### src/rtl/stack_op_sequencer_if.sv
// Handshake and strobe bundle between the control unit and the stack-op sequencer.
// master: instruction decode side (drives requests); slave: the sequencer.
interface stack_op_sequencer_if #(
    parameter int unsigned STEP_COUNT = 4,
    parameter int unsigned R16_COUNT  = 6
);
    logic                  start;
    logic [2:0]            op;
    logic [1:0]            pair;
    logic                  cond_en;
    logic                  cond_met;
    logic                  stall;
    logic                  busy;
    logic                  done;
    logic [STEP_COUNT-1:0] step;
    logic [R16_COUNT-1:0]  read16;
    logic [R16_COUNT-1:0]  write16;
    logic [1:0]            increment16;
    logic                  address_out;
    logic                  mem_wr;
    logic                  mem_rd;
    logic [2:0]            byte_sel;
    logic                  pc_load;
    logic                  ir_fetch;
    logic                  ime_clear;

    modport master (
        output start, op, pair, cond_en, cond_met, stall,
        input  busy, done, step, read16, write16, increment16, address_out,
               mem_wr, mem_rd, byte_sel, pc_load, ir_fetch, ime_clear
    );

    modport slave (
        input  start, op, pair, cond_en, cond_met, stall,
        output busy, done, step, read16, write16, increment16, address_out,
               mem_wr, mem_rd, byte_sel, pc_load, ir_fetch, ime_clear
    );
endinterface

### src/rtl/stack_op_sequencer.sv
// Microcode sequencer for PUSH/POP/CALL/RET/RST (and optional interrupt dispatch).
// Each state lasts STEP_COUNT clocks; single-cycle strobes fire on the last step once
// any memory stall has cleared. Every op ends with an IR fetch M-cycle.
// Build option: define STACK_SEQ_INT_EN to enable interrupt dispatch on op 101.
module stack_op_sequencer #(
    parameter int unsigned STEP_COUNT = 4,
    parameter int unsigned R16_COUNT  = 6,
    parameter int unsigned SP_IDX     = 4
) (
    input logic                 clk,
    input logic                 rst_n,
    stack_op_sequencer_if.slave bus
);
    localparam logic [2:0] OpPush = 3'b000;
    localparam logic [2:0] OpPop  = 3'b001;
    localparam logic [2:0] OpCall = 3'b010;
    localparam logic [2:0] OpRet  = 3'b011;
    localparam logic [2:0] OpRst  = 3'b100;
    localparam logic [2:0] OpInt  = 3'b101;

`ifdef STACK_SEQ_INT_EN
    localparam bit IntEn = 1'b1;
`else
    localparam bit IntEn = 1'b0;
`endif

    localparam logic [R16_COUNT-1:0]  SpSel     = (R16_COUNT)'(1) << SP_IDX;
    localparam logic [STEP_COUNT-1:0] StepFirst = (STEP_COUNT)'(1);

    typedef enum logic [3:0] {
        StIdle, StCond, StPrep, StWrHi, StWrLo, StRdLo, StRdHi, StJump, StFetch
    } state_e;

    state_e                state_q, state_d;
    logic [STEP_COUNT-1:0] step_q, step_d;
    logic [2:0]            op_q, op_d;
    logic [1:0]            pair_q, pair_d;
    logic                  last;
    logic                  fire;
    logic                  is_int;
    logic                  is_rp;
    logic [1:0]            byte_pair;

    // First state of an op, chosen from the request at start time.
    function automatic state_e entry_state(logic [2:0] op, logic cond_en);
        state_e s;
        s = StFetch;
        case (op)
            OpPush, OpRst: s = StPrep;
            OpPop:         s = StRdLo;
            OpCall:        s = cond_en ? StCond : StPrep;
            OpRet:         s = cond_en ? StCond : StRdLo;
            OpInt:         s = IntEn ? StCond : StFetch;
            default:       s = StFetch;
        endcase
        return s;
    endfunction

    assign last   = step_q[STEP_COUNT-1];
    assign fire   = last && !bus.stall;
    assign is_int = IntEn && (op_q == OpInt);
    assign is_rp  = (op_q == OpPush) || (op_q == OpPop);
    // PC bytes travel under pair code 10; register-pair ops use the latched pair.
    assign byte_pair = is_rp ? pair_q : 2'b10;

    // State, step counter and latched request.
    always_ff @(posedge clk or negedge rst_n) begin
        if (!rst_n) begin
            state_q <= StIdle;
            step_q  <= '0;
            op_q    <= '0;
            pair_q  <= '0;
        end else begin
            state_q <= state_d;
            step_q  <= step_d;
            op_q    <= op_d;
            pair_q  <= pair_d;
        end
    end

    // Next state: accept starts only in idle, advance on an unstalled last step.
    always_comb begin
        state_d = state_q;
        step_d  = step_q;
        op_d    = op_q;
        pair_d  = pair_q;
        if (state_q == StIdle) begin
            if (bus.start) begin
                op_d    = bus.op;
                pair_d  = bus.pair;
                state_d = entry_state(bus.op, bus.cond_en);
                step_d  = StepFirst;
            end
        end else if (!bus.stall) begin
            if (last) begin
                case (state_q)
                    StCond: begin
                        if (is_int)             state_d = StPrep;
                        else if (!bus.cond_met) state_d = StFetch;
                        else if (op_q == OpRet) state_d = StRdLo;
                        else                    state_d = StPrep;
                    end
                    StPrep:  state_d = StWrHi;
                    StWrHi:  state_d = StWrLo;
                    StWrLo:  state_d = StFetch;
                    StRdLo:  state_d = StRdHi;
                    StRdHi:  state_d = (op_q == OpRet) ? StJump : StFetch;
                    StJump:  state_d = StFetch;
                    StFetch: state_d = StIdle;
                    default: state_d = StIdle;
                endcase
                step_d = (state_d == StIdle) ? '0 : StepFirst;
            end else begin
                step_d = step_q << 1;
            end
        end
    end

    // Per-state level outputs and last-step strobes.
    always_comb begin
        bus.busy        = (state_q != StIdle);
        bus.done        = 1'b0;
        bus.step        = step_q;
        bus.read16      = '0;
        bus.write16     = '0;
        bus.increment16 = 2'b00;
        bus.address_out = 1'b0;
        bus.mem_wr      = 1'b0;
        bus.mem_rd      = 1'b0;
        bus.byte_sel    = 3'b000;
        bus.pc_load     = 1'b0;
        bus.ir_fetch    = 1'b0;
        case (state_q)
            StPrep: begin
                bus.read16  = SpSel;
                bus.write16 = SpSel;
                if (fire) bus.increment16 = 2'b11;
            end
            StWrHi: begin
                bus.read16      = SpSel;
                bus.write16     = SpSel;
                bus.address_out = 1'b1;
                bus.byte_sel    = {byte_pair, 1'b1};
                if (fire) begin
                    bus.mem_wr      = 1'b1;
                    bus.increment16 = 2'b11;
                end
            end
            StWrLo: begin
                bus.read16      = SpSel;
                bus.address_out = 1'b1;
                bus.byte_sel    = {byte_pair, 1'b0};
                if (fire) begin
                    bus.mem_wr  = 1'b1;
                    bus.pc_load = (op_q != OpPush);
                end
            end
            StRdLo, StRdHi: begin
                bus.read16      = SpSel;
                bus.write16     = SpSel;
                bus.address_out = 1'b1;
                bus.byte_sel    = {byte_pair, state_q == StRdHi};
                if (fire) begin
                    bus.mem_rd      = 1'b1;
                    bus.increment16 = 2'b01;
                end
            end
            StJump: begin
                if (fire) bus.pc_load = 1'b1;
            end
            StFetch: begin
                bus.ir_fetch = 1'b1;
                bus.done     = fire;
            end
            default: ;
        endcase
    end

`ifdef STACK_SEQ_INT_EN
    assign bus.ime_clear = (state_q == StCond) && is_int && fire;
`else
    assign bus.ime_clear = 1'b0;
`endif
endmodule
### src/flat_wrapper.sv
// flat-port wrapper written by rule: the top's interface ports become plain ports
module stack_op_sequencer_flat 
#(
    parameter int unsigned STEP_COUNT = 4,
    parameter int unsigned R16_COUNT  = 6,
    parameter int unsigned SP_IDX     = 4
)
  (clk, rst_n, bus_start, bus_op, bus_pair, bus_cond_en, bus_cond_met, bus_stall, bus_busy, bus_done, bus_step, bus_read16, bus_write16, bus_increment16, bus_address_out, bus_mem_wr, bus_mem_rd, bus_byte_sel, bus_pc_load, bus_ir_fetch, bus_ime_clear);
  stack_op_sequencer_if #(.STEP_COUNT(STEP_COUNT), .R16_COUNT(R16_COUNT)) bus_i ();
  input logic clk;
  input logic rst_n;
  input wire logic [$bits(bus_i.start)-1:0] bus_start;
  input wire logic [$bits(bus_i.op)-1:0] bus_op;
  input wire logic [$bits(bus_i.pair)-1:0] bus_pair;
  input wire logic [$bits(bus_i.cond_en)-1:0] bus_cond_en;
  input wire logic [$bits(bus_i.cond_met)-1:0] bus_cond_met;
  input wire logic [$bits(bus_i.stall)-1:0] bus_stall;
  output wire logic [$bits(bus_i.busy)-1:0] bus_busy;
  output wire logic [$bits(bus_i.done)-1:0] bus_done;
  output wire logic [$bits(bus_i.step)-1:0] bus_step;
  output wire logic [$bits(bus_i.read16)-1:0] bus_read16;
  output wire logic [$bits(bus_i.write16)-1:0] bus_write16;
  output wire logic [$bits(bus_i.increment16)-1:0] bus_increment16;
  output wire logic [$bits(bus_i.address_out)-1:0] bus_address_out;
  output wire logic [$bits(bus_i.mem_wr)-1:0] bus_mem_wr;
  output wire logic [$bits(bus_i.mem_rd)-1:0] bus_mem_rd;
  output wire logic [$bits(bus_i.byte_sel)-1:0] bus_byte_sel;
  output wire logic [$bits(bus_i.pc_load)-1:0] bus_pc_load;
  output wire logic [$bits(bus_i.ir_fetch)-1:0] bus_ir_fetch;
  output wire logic [$bits(bus_i.ime_clear)-1:0] bus_ime_clear;
  assign bus_i.start = bus_start;
  assign bus_i.op = bus_op;
  assign bus_i.pair = bus_pair;
  assign bus_i.cond_en = bus_cond_en;
  assign bus_i.cond_met = bus_cond_met;
  assign bus_i.stall = bus_stall;
  assign bus_busy = bus_i.busy;
  assign bus_done = bus_i.done;
  assign bus_step = bus_i.step;
  assign bus_read16 = bus_i.read16;
  assign bus_write16 = bus_i.write16;
  assign bus_increment16 = bus_i.increment16;
  assign bus_address_out = bus_i.address_out;
  assign bus_mem_wr = bus_i.mem_wr;
  assign bus_mem_rd = bus_i.mem_rd;
  assign bus_byte_sel = bus_i.byte_sel;
  assign bus_pc_load = bus_i.pc_load;
  assign bus_ir_fetch = bus_i.ir_fetch;
  assign bus_ime_clear = bus_i.ime_clear;
  stack_op_sequencer #(.STEP_COUNT(STEP_COUNT), .R16_COUNT(R16_COUNT), .SP_IDX(SP_IDX)) u_core (.clk(clk), .rst_n(rst_n), .bus(bus_i));
endmodule
### config.mk
export PLATFORM = sky130hd
export DESIGN_NAME = stack_op_sequencer_flat
export DESIGN_NICKNAME = d
export VERILOG_FILES = /design/src/rtl/stack_op_sequencer_if.sv /design/src/rtl/stack_op_sequencer.sv /design/src/flat_wrapper.sv
export SDC_FILE = /design/constraint.sdc
export NUM_CORES = 1
export LEC_CHECK = 0
export ABC_AREA = 0
export CAP_MARGIN = 20
export CORE_ASPECT_RATIO = 1.4
export CORE_MARGIN = 2
export CORE_UTILIZATION = 40
export CTS_CLUSTER_DIAMETER = 60
export CTS_CLUSTER_SIZE = 12
export DETAILED_ROUTE_END_ITERATION = 8
export PLACE_DENSITY_LB_ADDON = 0.3
export SLEW_MARGIN = 20
export SYNTH_ARGS = -nofsm -noshare
export SYNTH_HDL_FRONTEND = slang
export SYNTH_SLANG_ARGS = --single-unit
### constraint.sdc
create_clock -name clk -period 4.25 [get_ports clk]
set_input_delay 0.85 -clock clk [delete_from_list [all_inputs] [get_ports clk]]
set_output_delay 0.85 -clock clk [all_outputs]
set_load 0.005 [all_outputs]
---- Yosys cells after proc, flatten, opt, wreduce, memory -nomap -nowiden ----
Cells that the tools add are included.
operators by class
  eq/ne operators ......................... 16
  multiplexer cells ....................... 34
  reduce and logical (&&, ||, !) cells .... 21
operators by type and width
  cell                                                  count
  two-way mux 4 bit                                     13
  one-hot mux 4 bit (6 select lines)                    1
  equality test 4 x 3 -> 1 bit (second input constant)  4
  one-hot mux 4 bit (4 select lines)                    1
  two-way mux 5 bit                                     2
  OR reduction 2 bit                                    5
  equality test 3 x 2 -> 1 bit (second input constant)  3
  two-way mux 1 bit                                     9
  one-hot mux 3 bit (3 select lines)                    1
  equality test 4 x 2 -> 1 bit (second input constant)  2
  logical NOT 4 bit                                     2
  OR reduction 4 bit                                    2
  equality test 3 x 1 -> 1 bit (second input constant)  2
  logical NOT 3 bit                                     2
  two-way mux 2 bit                                     3
  two-way mux 3 bit                                     2
  OR reduction 5 bit                                    1
  equality test 4 x 1 -> 1 bit (second input constant)  1
  equality test 4 bit (second input constant)           1
  one-hot mux 2 bit (2 select lines)                    1
  AND reduction 2 bit                                   2
  nonzero test 4 bit                                    1
  equality test 3 bit (second input constant)           1
  AND reduction 3 bit                                   1
  8 further kinds                                       8
word-level totals
  bits in registers ....................... 13
  output and inout bits ................... 29
  logic and storage cells ................. 75

---- Depth between registers and ports, before layout ----
  word-level depth ........................ 12
  gate-level depth with buffers ........... 6

---- Least setup slack after synthesis ----
OpenSTA, ideal clock, no wires.
  path kind ............................... reg-to-output
  from .................................... reg u_core.state_q[1]
  to ...................................... out bus_byte_sel[1]
  arrival ................................. 1338 ps
  required time ........................... 3400 ps
  setup slack ............................. 2062 ps
  stages on the path, launching flop included .. 6
  buffers on the path ..................... 2
  cell sequence ........................... dfrtp_1 > clkbuf_1 > clkbuf_1 > nand2_1 > a21oi_1 > and3_1
on the way
  word-level cells in the longest chain between the ends .. 3
  elaborated cells on any way between the ends .. 6
  those cells by class .................... eq/ne: 4; mux: 1; reduce/logical: 1
ends and longest elaborated chain
  what                                    RTL line                   RTL
  from (decl)                             stack_op_sequencer.sv:34   state_e state_q, state_d;
  from (signal assigned)                  stack_op_sequencer.sv:69   state_q <= StIdle;
  from (signal assigned)                  stack_op_sequencer.sv:74   state_q <= state_d;
  equality test 4 x 3 -> 1 bit            stack_op_sequencer.sv:133  case (state_q)
  OR reduction 2 bit                      stack_op_sequencer.sv:133
  one-hot mux 3 bit (3 select lines) (*)  stack_op_sequencer.sv:133
  to (decl)                               flat_wrapper.sv:27         output wire logic [$bits(bus_i.byte_sel)-1:0] bus_byte_sel;
Mark *: on every way between the ends. The rest lies on a longest branch, timed or not.

---- Final worst setup path ----
  from .................................... in bus_stall
  to ...................................... out bus_increment16[1]
on the way
  word-level cells in the longest chain between the ends .. 4
ends and longest elaborated chain
  what                                RTL line                                              RTL
  from (decl)                         flat_wrapper.sv:17                                    input wire logic [$bits(bus_i.stall)-1:0] bus_stall;
  logical NOT 1 bit                   -
  logical AND 1 bit                   stack_op_sequencer.sv:60                              assign fire = last && !bus.stall;
  two-way mux 2 bit                   stack_op_sequencer.sv:137, stack_op_sequencer.sv:144
  one-hot mux 2 bit (2 select lines)  stack_op_sequencer.sv:133
  to (decl)                           flat_wrapper.sv:23                                    output wire logic [$bits(bus_i.increment16)-1:0] bus_increment16;
No other way between the ends.

==> out/results.md <==
### Final layout
- antenna diode instance count: 0
- final net count: 153
- layout overhead on the synthesized area: 27.1%
- number of filler cells placed in the layout: 229
- layout cells sized above 1: 9.22%
- post-route cell area: 1270 um^2

### Detailed routing
- average via count per standard cell: 5.31
- post-detailed-route DRC marker count: 0
- topmost layer with routed signal wires: met4
- Avg WL per Cell: 12.5 um
- number of DRC markers in iteration 0: 16
- overall routed net length: 2180 um
- count of nets left with antenna violations after detail routing: 0
- router iterations before antenna repair: 4
- met2 routed wirelength: 1110 um
- vias after detailed routing: 929
- met3 wire len: 94 um
- detailed-routing wirelength on met1: 954 um

### Timing
- clock period minus final worst setup slack: 3260 ps
- Max Freq: 0.307 GHz
- RSZ-0062 raised after global routing: false
- post-route fraction of the period consumed by the critical path: 76.7%
- slew at the pin closest to its max-slew limit: 589 ps
- post-route setup slack: 990 ps
- number of max-slew violations in the final report: 0
- Worst slew margin: 60.4%
- clk_skew: 1.81 ps
- endpoints failing setup: 0
- final worst hold slack: 511 ps
- post-route setup TNS: 0 ps
- endpoints failing hold: 0

### Yosys
- largest area contributor in the netlist: sky130_fd_sc_hd__dfrtp_1
- Avg Cell Area, Syn: 8.64 um^2
- Synth Flop Type: sky130_fd_sc_hd__dfrtp_1
- total standard cell area after synthesis: 1000 um^2
- top area cells in the synthesized netlist: sky130_fd_sc_hd__dfrtp_1, sky130_fd_sc_hd__buf_4, sky130_fd_sc_hd__mux2_2, sky130_fd_sc_hd__a21oi_1, sky130_fd_sc_hd__nand2_1
- share of synthesized registers carrying an async set or reset: 100%
- fraction of synthesized cell area taken by the top area cell type: 32.5%
- number of cells produced by synthesis: 116
- commonest cells in the synthesized netlist: sky130_fd_sc_hd__dfrtp_1, sky130_fd_sc_hd__buf_4, sky130_fd_sc_hd__nand2_1
- Yosys Warn Count: 0
- most frequently used cell type in the post-synthesis netlist: sky130_fd_sc_hd__dfrtp_1
- sequential share of the synthesized area: 32.5%
- number of storage elements in the synthesis netlist: 13
- count of distinct cell types in the synthesized netlist: 42
- count of flip-flops with a built-in enable after synthesis: 0

### Global route
- Total GRT Usage: 16.0%
- residual overflow from global routing: 0
- antenna violations before repair: 0
- largest net degree at the start of global routing: 18
- global-route wire length before repair: 3510 um
- via count of the first global-routing pass: 829

### CTS
- clk_lat worst skew: 270 ps
- cts bufs inserted: 3
- total setup buffers inserted after CTS: 0
- deepest clock path buffer count: 2
- CTS tree: done
- number of buffers added to fix hold violations after cts: 0
- sink count of the clock tree: 13
- CTS resizes: 0
- Clock H-tree levels: 1
- Clock transition at path regs: 70 ps
- clock root cell: sky130_fd_sc_hd__clkbuf_4

### Power
- Static Leak: 0.528 nW
- cell area power density: 620 nW/um^2
- largest voltage drop on the vdd net: 441 uV

### Worst setup path
- kind of start point of the critical path: input pin
- worst flop-to-flop path startpoint: u_core.state_q[2]$_DFFE_PN0P_
- category of the critical setup timing path: input pin to output pin
- data required time of the worst path: 3400 ps
- capturing element type of the critical path: output pin
- worst flop-to-flop path endpoint: u_core.state_q[1]$_DFFE_PN0P_
- r2r worst-path depth: 5
- largest fanout on the critical path: 6
- minimum setup slack among reg-to-reg paths: 2290 ps
- arrival time at the worst endpoint: 2410 ps

### Min path
- endpoint of the worst hold path: u_core.pair_q[1]$_DFFE_PN0P_
- worst hold stages: 1
- Hold Path Class: flop to flop
- Min-Delay Startpoint: u_core.pair_q[1]$_DFFE_PN0P_

### Flow run
- number of max-capacitance violations reported: 0

### Floorplanning
- die outline height: 63.2 um
- number of top-level pins: 40
- initial core utilization: 41.9%
- core region area: 2390 um^2
- die span in x: 46.3 um
- Die Footprint: 2930 um^2
- Rows: 21

### Placement
- dpl hpwl: 1690 um
- cell area after placement: 1250 um^2
- I/O Buffers: 28
- worst setup slack before clock tree synthesis: 989 ps
- Placer Congestion: 0.867

### Run status
- result of the run: completed

[final cells by class]
| cell class | count | area [um^2] | area share [%] |
|---|---|---|---|
| flip-flops and latches | 13 | 325 | 25.5 |
| multi-input cells | 91 | 581 | 45.6 |
| repair buffers | 28 | 280 | 22.0 |
| clock buffers | 4 | 26.3 | 2.06 |
| well taps | 34 | 42.5 | 3.34 |
| inverters | 5 | 18.8 | 1.47 |
[power breakdown]
part	switching [W]	internal (W)
clock network	0.0000377	0.0000364
logic	0.000174	0.000236
registers	0.000121	0.000184
[through the flow]
step | total power [W] | cells | utilization (%)
4_1_cts | 0.000792 | 175 | 53.3
3_5_place_dp | 0.000716 | 171 | 52.2
3_3_place_gp | 0.000710 | 171 | 52.2
5_1_grt | 0.000854 | 175 | 53.3
6_report | 0.000789 | 175 | 53.3
2_1_floorplan | 0.000558 | 126 | -
[logic make-up after synthesis]
family                 count (synthesis)  synth area share, %
buffers and inverters                 22                 13.4
other                                  1                0.374
multiplexers                           6                 6.74
flip-flops                            13                 32.5
AO/OA/AOI/OAI                         30                 21.1
XOR/XNOR                               2                 1.75
AND/OR/NAND/NOR                       42                 24.2
[worst max-delay path, stage by stage]
cell                              delay (ps)
sky130_fd_sc_hd__clkdlybuf4s50_1         490
sky130_fd_sc_hd__nand2b_1                280
sky130_fd_sc_hd__nor4_1                  240
sky130_fd_sc_hd__clkdlybuf4s50_1         550
[layer usage]
layer / global-route usage [%] / up-vias
li1: - / 449
met1: 19.1 / 450
met2: 26.7 / 26
met3: 2.01 / 4
met4: 7.86 / 0
met5: 0 / -
[registers in the layout, summed over array words and instances, names as in the netlist]
| register | count |
|---|---|
| u_core.op_q | 3 |
| u_core.bus.step | 4 |
| u_core.state_q | 4 |
| u_core.pair_q | 2 |
[how the worst max path moves through the flow]
stage	startpoint	slack, ps	end
4_1_cts	bus_stall	980	bus_increment16[1]
6_report	bus_stall	990	bus_increment16[1]
3_3_place_gp	bus_stall	1070	bus_increment16[1]
5_1_grt	bus_stall	880	bus_increment16[1]
3_5_place_dp	bus_stall	990	bus_increment16[1]
2_1_floorplan	u_core.state_q[1]$_DFFE_PN0P_	2060	bus_byte_sel[1]
[layout by cell type, fill, tap and decap left out, drive strengths merged, types with 2 or more instances in the layout]
| cell type | count |
|---|---|
| a21oi | 8 |
| o21ai | 5 |
| a22oi | 2 |
| nor3 | 5 |
| conb | 11 |
| nor4 | 5 |
| nand2 | 11 |
| clkdlybuf4s50 | 28 |
| nor2 | 7 |
| mux2 | 6 |
| a22o | 2 |
| o31ai | 2 |
| and3 | 3 |
| inv | 5 |
| clkbuf | 4 |
| nand2b | 2 |
| nor2b | 3 |
| nand3b | 3 |
| dfrtp | 13 |
(Power assumes the default switching activity.)
